--- src/rtl/steer_pkg.sv ---
// Shared types and helpers for the steering quadrature controller.
package steer_pkg;

    // Channel FSM states
    typedef enum logic {
        IDLE = 1'b0,
        RUN  = 1'b1
    } chan_state_t;

    // Decoded steering direction
    typedef enum logic [1:0] {
        NONE = 2'd0,
        CW   = 2'd1,
        CCW  = 2'd2
    } dir_t;

    // Phase index to quadrature {A,B}: 0->00, 1->01, 2->11, 3->10
    function automatic logic [1:0] gray2(input logic [1:0] idx);
        return {idx[1], idx[1] ^ idx[0]};
    endfunction

endpackage

--- src/rtl/steer_chan.sv ---
// One steering channel: ramp FSM, rate/accel counters and quadrature phase.
// State only advances on cycles where i_tick is high.
module steer_chan
    import steer_pkg::*;
#(
    parameter int SLOW_DIV    = 4,
    parameter int FAST_DIV    = 1,
    parameter int ACCEL_STEPS = 8
) (
    input  logic       i_clk,
    input  logic       i_srst,
    input  logic       i_tick,
    input  logic       i_enable,
    input  dir_t       i_dir,
    output logic [1:0] o_steer,
    output logic       o_step
);

    localparam int RW = $clog2(SLOW_DIV + 1);
    localparam int AW = $clog2(ACCEL_STEPS + 1);
    localparam logic [RW-1:0] SLOW_V  = RW'(SLOW_DIV);
    localparam logic [RW-1:0] FAST_V  = RW'(FAST_DIV);
    localparam logic [AW:0]   ACCEL_V = (AW + 1)'(ACCEL_STEPS);

    chan_state_t   r_state;
    dir_t          r_dir;
    logic [RW-1:0] r_ival;
    logic [RW-1:0] r_rate;
    logic [AW-1:0] r_acc;
    logic [1:0]    r_idx;
    logic [1:0]    r_steer;
    logic          r_step;

    // Increments are one bit wider so the compare can never wrap
    logic [RW:0] w_rate_inc;
    logic [AW:0] w_acc_inc;
    logic        w_rate_hit;
    logic        w_acc_hit;
    logic [1:0]  w_step_idx;

    assign w_rate_inc = {1'b0, r_rate} + (RW + 1)'(1);
    assign w_acc_inc  = {1'b0, r_acc} + (AW + 1)'(1);
    assign w_rate_hit = (w_rate_inc == {1'b0, r_ival});
    assign w_acc_hit  = (w_acc_inc == ACCEL_V);
    // In RUN the same-direction path has i_dir == r_dir, so i_dir covers every step
    assign w_step_idx = (i_dir == CCW) ? (r_idx - 2'd1) : (r_idx + 2'd1);

    // Channel FSM with ramp counters; step pulse is a single cycle
    always_ff @(posedge i_clk) begin
        if (i_srst) begin
            r_state <= IDLE;
            r_dir   <= NONE;
            r_ival  <= SLOW_V;
            r_rate  <= '0;
            r_acc   <= '0;
            r_idx   <= 2'd0;
            r_steer <= 2'b00;
            r_step  <= 1'b0;
        end else begin
            r_step <= 1'b0;
            if (i_tick) begin
                if (!i_enable || i_dir == NONE) begin
                    r_state <= IDLE;
                    r_ival  <= SLOW_V;
                    r_rate  <= '0;
                    r_acc   <= '0;
                end else if (r_state == IDLE || i_dir != r_dir) begin
                    // Fresh start or reversal: step now and restart the ramp
                    r_state <= RUN;
                    r_dir   <= i_dir;
                    r_ival  <= SLOW_V;
                    r_rate  <= '0;
                    r_acc   <= '0;
                    r_idx   <= w_step_idx;
                    r_steer <= gray2(w_step_idx);
                    r_step  <= 1'b1;
                end else if (w_rate_hit) begin
                    r_rate  <= '0;
                    r_idx   <= w_step_idx;
                    r_steer <= gray2(w_step_idx);
                    r_step  <= 1'b1;
                    if (w_acc_hit) begin
                        r_acc <= '0;
                        if (r_ival > FAST_V) begin
                            r_ival <= r_ival - RW'(1);
                        end
                    end else begin
                        r_acc <= w_acc_inc[AW-1:0];
                    end
                end else begin
                    r_rate <= w_rate_inc[RW-1:0];
                end
            end
        end
    end

    assign o_steer = r_steer;
    assign o_step  = r_step;

endmodule

--- src/rtl/steer_quad_ctrl.sv ---
// Two-player digital steering to quadrature converter. A single prescaler
// produces ticks that are handed alternately to the two channels.
module steer_quad_ctrl
    import steer_pkg::*;
#(
    parameter int CLKDIV      = 22500,
    parameter int SLOW_DIV    = 4,
    parameter int FAST_DIV    = 1,
    parameter int ACCEL_STEPS = 8
) (
    input  logic       CLK,
    input  logic       reset,
    input  logic       enable,
    input  logic       left0,
    input  logic       right0,
    input  logic       left1,
    input  logic       right1,
    output logic [1:0] steer0,
    output logic [1:0] steer1,
    output logic       step0,
    output logic       step1
);

    localparam int PW = $clog2(CLKDIV);
    localparam logic [PW-1:0] PRESC_LAST = PW'(CLKDIV - 1);

    logic [1:0]    r_left;
    logic [1:0]    r_right;
    logic [PW-1:0] r_presc;
    logic          r_slot;

    logic          w_presc_last;
    logic [3:0]    w_steer_bus;
    logic [1:0]    w_step_bus;

    assign w_presc_last = (r_presc == PRESC_LAST);

    // Register the joystick inputs once; index 0 is player 1
    always_ff @(posedge CLK) begin
        if (reset) begin
            r_left  <= 2'b00;
            r_right <= 2'b00;
        end else begin
            r_left  <= {left1, left0};
            r_right <= {right1, right0};
        end
    end

    // Free-running prescaler and round-robin slot, independent of enable
    always_ff @(posedge CLK) begin
        if (reset) begin
            r_presc <= '0;
            r_slot  <= 1'b0;
        end else if (w_presc_last) begin
            r_presc <= '0;
            r_slot  <= ~r_slot;
        end else begin
            r_presc <= r_presc + PW'(1);
        end
    end

    generate
        for (genvar gi = 0; gi < 2; gi++) begin : g_chan
            dir_t w_dir;
            logic w_tick;

            assign w_tick = w_presc_last && (r_slot == 1'(gi));

            // Opposing or absent inputs decode to no motion
            always_comb begin
                w_dir = NONE;
                if (r_right[gi] && !r_left[gi]) begin
                    w_dir = CW;
                end else if (r_left[gi] && !r_right[gi]) begin
                    w_dir = CCW;
                end
            end

            steer_chan #(
                .SLOW_DIV    (SLOW_DIV),
                .FAST_DIV    (FAST_DIV),
                .ACCEL_STEPS (ACCEL_STEPS)
            ) u_chan (
                .i_clk    (CLK),
                .i_srst   (reset),
                .i_tick   (w_tick),
                .i_enable (enable),
                .i_dir    (w_dir),
                .o_steer  (w_steer_bus[2*gi +: 2]),
                .o_step   (w_step_bus[gi])
            );
        end
    endgenerate

    assign steer0 = w_steer_bus[1:0];
    assign steer1 = w_steer_bus[3:2];
    assign step0  = w_step_bus[0];
    assign step1  = w_step_bus[1];

endmodule
--- config.mk ---
export PLATFORM = sky130hd
export DESIGN_NAME = steer_quad_ctrl
export DESIGN_NICKNAME = d
export VERILOG_FILES = /design/src/rtl/steer_pkg.sv /design/src/rtl/steer_chan.sv /design/src/rtl/steer_quad_ctrl.sv
export SDC_FILE = /design/constraint.sdc
export NUM_CORES = 1
export LEC_CHECK = 0
export ABC_AREA = 1
export BUFFER_PORTS_ARGS = -buffer_cell sky130_fd_sc_hd__buf_2
export CAP_MARGIN = 20
export CELL_PAD_IN_SITES_DETAIL_PLACEMENT = 1
export CELL_PAD_IN_SITES_GLOBAL_PLACEMENT = 2
export CORE_MARGIN = 5
export CORE_UTILIZATION = 39
export CTS_BUF_LIST = sky130_fd_sc_hd__clkbuf_2 sky130_fd_sc_hd__clkbuf_4 sky130_fd_sc_hd__clkbuf_8
export DETAILED_ROUTE_END_ITERATION = 8
export GPL_ROUTABILITY_DRIVEN = 0
export PLACE_DENSITY_LB_ADDON = 0.1
export SYNTH_ARGS = -nofsm -noshare
export SYNTH_HDL_FRONTEND = slang
export SYNTH_SLANG_ARGS = --single-unit
--- constraint.sdc ---
create_clock -name CLK -period 3.7 [get_ports CLK]
set_clock_uncertainty 0.15 [all_clocks]
set_input_delay 0 -clock CLK [delete_from_list [all_inputs] [get_ports CLK]]
set_output_delay 0 -clock CLK [all_outputs]
set_load 0.02 [all_outputs]
Word-level counts from Yosys, hierarchy flattened
Index checks and enable logic that the tools add are counted.
{ "word_totals": {"regBits": 56, "latchBits": 0, "ramBits": 0, "romBits": 0, "in_bits": 7, "out_inout_bits": 6, "word_cells": 137, "mem_count": 0} }
{ "op_classes": {"addsub": 11, "n_mul": 0, "div": 0, "order_cmp": 2, "eq_ne": 9, "shifts": 0, "n_mux": 46, "bitwise": 9, "reduce_logical": 40} }
{ "op_table": {"columns": ["op", "n"], "rows": [
  ["$mux 3", 16],
  ["$mux 4", 8],
  ["$mux 2", 14],
  ["$reduce_bool 3->1", 6],
  ["$add 15x1->15 const B", 1],
  ["$eq 15x15->1 const B", 1],
  ["$reduce_and 3->1", 4],
  ["$add 4x1->5 const B", 2],
  ["$eq 5x4->1 const B", 2],
  ["$add 3x1->4 const B", 2],
  ["$eq 4x3->1", 2],
  ["$mux 1", 8],
  ["$reduce_and 2->1", 4],
  ["$reduce_and 4->1", 2],
  ["$reduce_bool 2->1", 4],
  ["$not 1->1", 7],
  ["$gt 3x1->1 const B", 2],
  ["$logic_and 1x1->1", 6],
  ["$reduce_or 3->1", 2],
  ["$sub 3x1->3 const B", 2],
  ["$logic_not 1->1", 5],
  ["$add 2x1->2 const B", 2],
  ["$eq 2x2->1 const B", 2],
  ["$logic_not 2->1", 2],
  ["other kinds (5)", 11]
]} }

Logic depth before layout (Yosys ltp)
{ "logic_depth": {"depth_word": 9, "mapped_depth": 12, "ltp_nobuf": 12} }

Cells and area by module
Synthesis repeated with hierarchy kept, for this count alone.
{ "hier_totals": {"cells_unflattened": 428, "area_unflattened_um2": 2980.4} }
{ "modules_own_cells": {"columns": ["module", "n_inst", "cells_per_inst", "area_each_um2", "seq_area_each_um2"], "rows": [
  ["steer_chan", 2, 140, 973.4, 340.3],
  ["steer_quad_ctrl", 1, 148, 1033.5, 400.4]
]} }

Worst setup path after synthesis
Ideal clock, no wire load.
{ "synth_path": {"path_type": "reg-to-reg", "from": "register r_left[0]", "to": "register g_chan[0].u_chan.r_ival[2]", "t_arrival_ns": 1.616, "setup_slack_ns": 1.812, "path_stages_with_launch": 11, "n_path_buf": 0, "path_cell_list": "dfxtp_1 -> inv_1 -> ha_1 -> nor2_4 -> inv_1 -> nor3_4 -> nand2_1 -> nand2_1 -> inv_1 -> nand3_1 -> nand3_1"} }
{ "synth_between": {"elab_chain_cells": 7, "elab_cells_between_ends": 15, "cone_classes": "eq/ne: 1; mux: 4; reduce/logical: 10"} }
{ "synth_lines": {"columns": ["element", "line_no", "text"], "rows": [
  ["from (decl)", "steer_quad_ctrl.sv:27", "logic [1:0] r_left;"],
  ["from (signal assigned)", "steer_quad_ctrl.sv:44", "r_left <= {left1, left0};"],
  ["$logic_and 1x1->1 / $logic_not 1->1 (equally long branches)", "steer_quad_ctrl.sv:74, steer_quad_ctrl.sv:72", null],
  ["$mux 2 / $logic_and 1x1->1 (equally long branches)", "steer_quad_ctrl.sv:74, steer_quad_ctrl.sv:72", null],
  ["$mux 2 (*)", "steer_quad_ctrl.sv:72", "if (r_right[gi] && !r_left[gi]) begin"],
  ["$ne 2x2->1 / $logic_not 2->1 (equally long branches)", "steer_chan.sv:67, steer_chan.sv:62", null],
  ["$logic_or 1x1->1, on equally long branches", "steer_chan.sv:67, steer_chan.sv:62", null],
  ["$reduce_bool 3->1 (no source line) / $mux 3 (equally long branches)", null, null],
  ["$reduce_and 4->1 (no source line) / $mux 3 (equally long branches)", null, null],
  ["to (signal assigned)", "steer_chan.sv:85", "r_ival <= r_ival - RW'(1);"],
  ["to (decl)", "steer_chan.sv:27", "logic [RW-1:0] r_ival;"]
]} }
Mark *: on every way between the ends. The rest lies on a longest branch, timed or not.
A chain may end at the register's enable or synchronous reset.

Worst setup path in the final report
{ "layout_path": {"from": "register r_left[1]", "to": "register g_chan[1].u_chan.r_rate[0]"} }
{ "layout_between": {"elab_chain_cells": 7, "elab_cells_between_ends": 11, "cone_classes": "eq/ne: 1; mux: 4; reduce/logical: 6"} }
{ "layout_lines": {"columns": ["element", "line_no", "text"], "rows": [
  ["$logic_and 1x1->1 / $logic_not 1->1 (equally long branches)", "steer_quad_ctrl.sv:74, steer_quad_ctrl.sv:72", null],
  ["$mux 2 / $logic_and 1x1->1 (equally long branches)", "steer_quad_ctrl.sv:74, steer_quad_ctrl.sv:72", null],
  ["$mux 2 (*)", "steer_quad_ctrl.sv:72", null],
  ["$ne 2x2->1", "steer_chan.sv:67", "end else if (r_state == IDLE || i_dir != r_dir) begin"],
  ["$logic_or 1x1->1", "steer_chan.sv:67", null],
  ["$mux 3", "steer_chan.sv:67", null],
  ["$mux 3 (*)", "steer_chan.sv:62", "if (!i_enable || i_dir == NONE) begin"],
  ["to (signal assigned)", "steer_chan.sv:91", "r_rate <= w_rate_inc[RW-1:0];"],
  ["to (decl)", "steer_chan.sv:28", "logic [RW-1:0] r_rate;"]
]} }
Marks and branches as above.

==> flow_metrics.tcl <==
set metrics [dict create \
    power.density_mw_per_mm2 291.9 \
    synth_commonest_cells "nand2_1, inv_1, dfxtp_1" \
    cp.depth 9 \
    initial_core_util 0.3981 \
    finalCoreUtilization 0.4378 \
    ys_ff_latch 54 \
    grt_max_degree 25 \
    relSlewSlack 0.6400 \
    clk_latency_ns 0.31 \
    slowest_stage "dfxtp_1" \
    syn_inst 441 \
    worst_pin_slew_ns 0.5395 \
    syn_area_mm2 0.003044 \
    port_buffers 12 \
    final_cell_area_mm2 0.003348 \
    dp_hpwl_um 5404 \
    synth-edff-count 0 \
    cp_top_family "simple AND/OR/NAND/NOR gates" \
    n_antenna_cell 0 \
    ant_nets 0 \
    crit_path_max_fanout 10 \
    cts_tree "built" \
    pin_count 13 \
    vias 2744 \
    dpl-instance-area_mm2 0.003188 \
    peakVddDrop_mv 0.1375 \
    core_area_mm2 0.007647 \
    drt_iter0_drc 58 \
    holdPathStages 2 \
    leakage_nw 1.320 \
    grt_pass1_vias 2814 \
    grtUsageTotal 0.1533 \
    rsz0062_at_grt "false" \
    drc_errors 0 \
    numCtsBuffers 5 \
    slowest_delay_ns 0.39 \
    yosysSeqAreaShare 0.3551 \
    r2r-end "g_chan[1].u_chan.r_rate[0]" \
    area_delta_synth_final_pct 9.988 \
    cts_root_buf "clkbuf_8" \
    place_inst 548 \
    endpoint_kind "flip-flop" \
    async_reset_ff_frac 0 \
    fmax_mhz 466.9 \
    critPathLaunchType "flip-flop" \
    slew_violations 0 \
    finalSetupViolations 0 \
    status "finished, final reports clean" \
    critical_path_buf_inv_count 3 \
    power_w 0.0009772 \
    hp-start "reset" \
    drt-wirelength-per-cell_um 12.26 \
    period_needed_ns 2.142 \
    min_to "r_right[0]" \
    clockBufferDepth 2 \
    worstPathRequired_ns 3.80 \
    fp-row-count 32 \
    die_y_um 98.35 \
    vias_per_cell 4.874 \
    crit_top_cell "inv_1" \
    synth_top_area_frac 0.3551 \
    ys.flop_type "dfxtp_1" \
    grt.overflow.total 0 \
    fin_crit_sh 0.5789 \
    cp_cell_sequence "inv_1, ha_1, nor2_4, inv_2, nor3_4, nand2_2, inv_1, o21ai_0, a21oi_1" \
    dieArea_mm2 0.009673 \
    instances_no_fill 563 \
    finalSetupTns_ns 0 \
    cts.sinks 54 \
    hold_viol 0 \
    syn_nets 462 \
    drv_cap 0 \
    dr.pass1.iters 4 \
    grt_pass1_wl_um 12610 \
    min_path_type "in2reg" \
    post_cts_resized 0 \
    synthTopCellsByArea "dfxtp_1, nand2_1, inv_1" \
    synth_cell_types 33 \
    reg2reg_slack_ns 1.56 \
    synth_area_per_cell_um2 6.903 \
    clkTransAtPathRegs_ns 0.10 \
    antenna_found_initial 0 \
    yosys.area.top_type "dfxtp_1" \
    layout.nets 481 \
    rr_worst_depth 9 \
    yosys_warnings 0 \
    cts.htree.levels 2 \
    layout-drive-gt1-share 0.1106 \
    die_w_um 98.35 \
    critical_path_class "reg2reg" \
    crit-reg2reg-launch "r_left[1]" \
    cp.arrival_ns 2.24 \
    wl_um 6904 \
    yosysMostFrequentCell "nand2_1" \
]
## routing by layer
layer / GRT usage / vias to the layer above / wire length [um]
met3: 0.02643 / 6 / 188
met5: 0 / - / 0
met1: 0.1966 / 1276 / 3293
met4: 0.03256 / 0 / 68
met2: 0.2694 / 27 / 3355
li1: - / 1435 / -
## sequential cells by signal (all words and copies together), names as in the netlist
register and cells:
g_chan.u_chan.r_idx 2, g_chan.u_chan.o_step 2, g_chan.u_chan.r_ival 6, g_chan.u_chan.r_acc 8, g_chan.u_chan.r_rate 6, r_left 2
g_chan.u_chan.r_state 2, r_right 2, g_chan.u_chan.r_dir 4, r_slot 1, g_chan.u_chan.o_steer 4, r_presc 15
## worst max-delay path by stage
stage | from | end | slack, ns
floorplan | r_left[0] | g_chan[0].u_chan.r_ival[2] | 1.81
global placement | r_left[1] | g_chan[1].u_chan.r_rate[0] | 1.62
detailed placement | r_left[1] | g_chan[1].u_chan.r_rate[0] | 1.56
CTS | r_left[1] | g_chan[1].u_chan.r_rate[0] | 1.53
global route | r_left[1] | g_chan[1].u_chan.r_rate[0] | 1.35
finish | r_left[1] | g_chan[1].u_chan.r_rate[0] | 1.56
## cells by family after synthesis
| group | after synthesis | synth area share |
|---|---|---|
| AOI/OAI and AO/OA | 49 | 0.08672 |
| xor gates and xnor gates | 11 | 0.03165 |
| DFF | 54 | 0.3551 |
| buffers and inverters | 79 | 0.1032 |
| adders and majority gates | 14 | 0.05754 |
| and+or+nand+nor | 234 | 0.3658 |
## where the power goes
part | switching (W) | leakage [nW] | internal (W)
Clock | 0.000200 | 0.0441 | 0.000134
Sequential | 0.00000361 | 0.437 | 0.000586
Combinational | 0.0000354 | 0.839 | 0.0000191
## per-stage QoR
step                hold WS (ns)  setup slack, ns
finish                  0.005238            1.558
global placement         0.05338            1.619
global route             0.01950            1.349
detailed placement       0.06688            1.561
CTS                     0.001138            1.530
floorplan               -0.08093            1.812
## cell usage in the layout (no fill, tap or decap), drive strengths merged, types with 4 or more instances in the layout
| cell type | n |
|---|---|
| ha | 14 |
| nand4 | 13 |
| nor2 | 62 |
| buf | 12 |
| a21oi | 32 |
| or2 | 5 |
| xnor2 | 7 |
| dfxtp | 54 |
| nand2 | 100 |
| o21ai | 13 |
| nor3 | 10 |
| inv | 72 |
| xor2 | 4 |
| dlygate4sd3 | 7 |
| clkbuf | 5 |
| nand3 | 39 |
## area by class of cell
class	instances	area [um^2]
fillers	1017	4299
multi-input cells	308	1649
flip-flops and latches	54	1081
inverters	72	270.3
repair buffers	19	130.1
well taps	102	127.6
clock buffers	5	68.82
clock inverters	3	21.27
## what timing repair did
item	CTS	global route
setup buffers	0	0
endpoints found under the hold margin	5	0
hold buffers	7	0
Power figures use the tool's default switching activity.
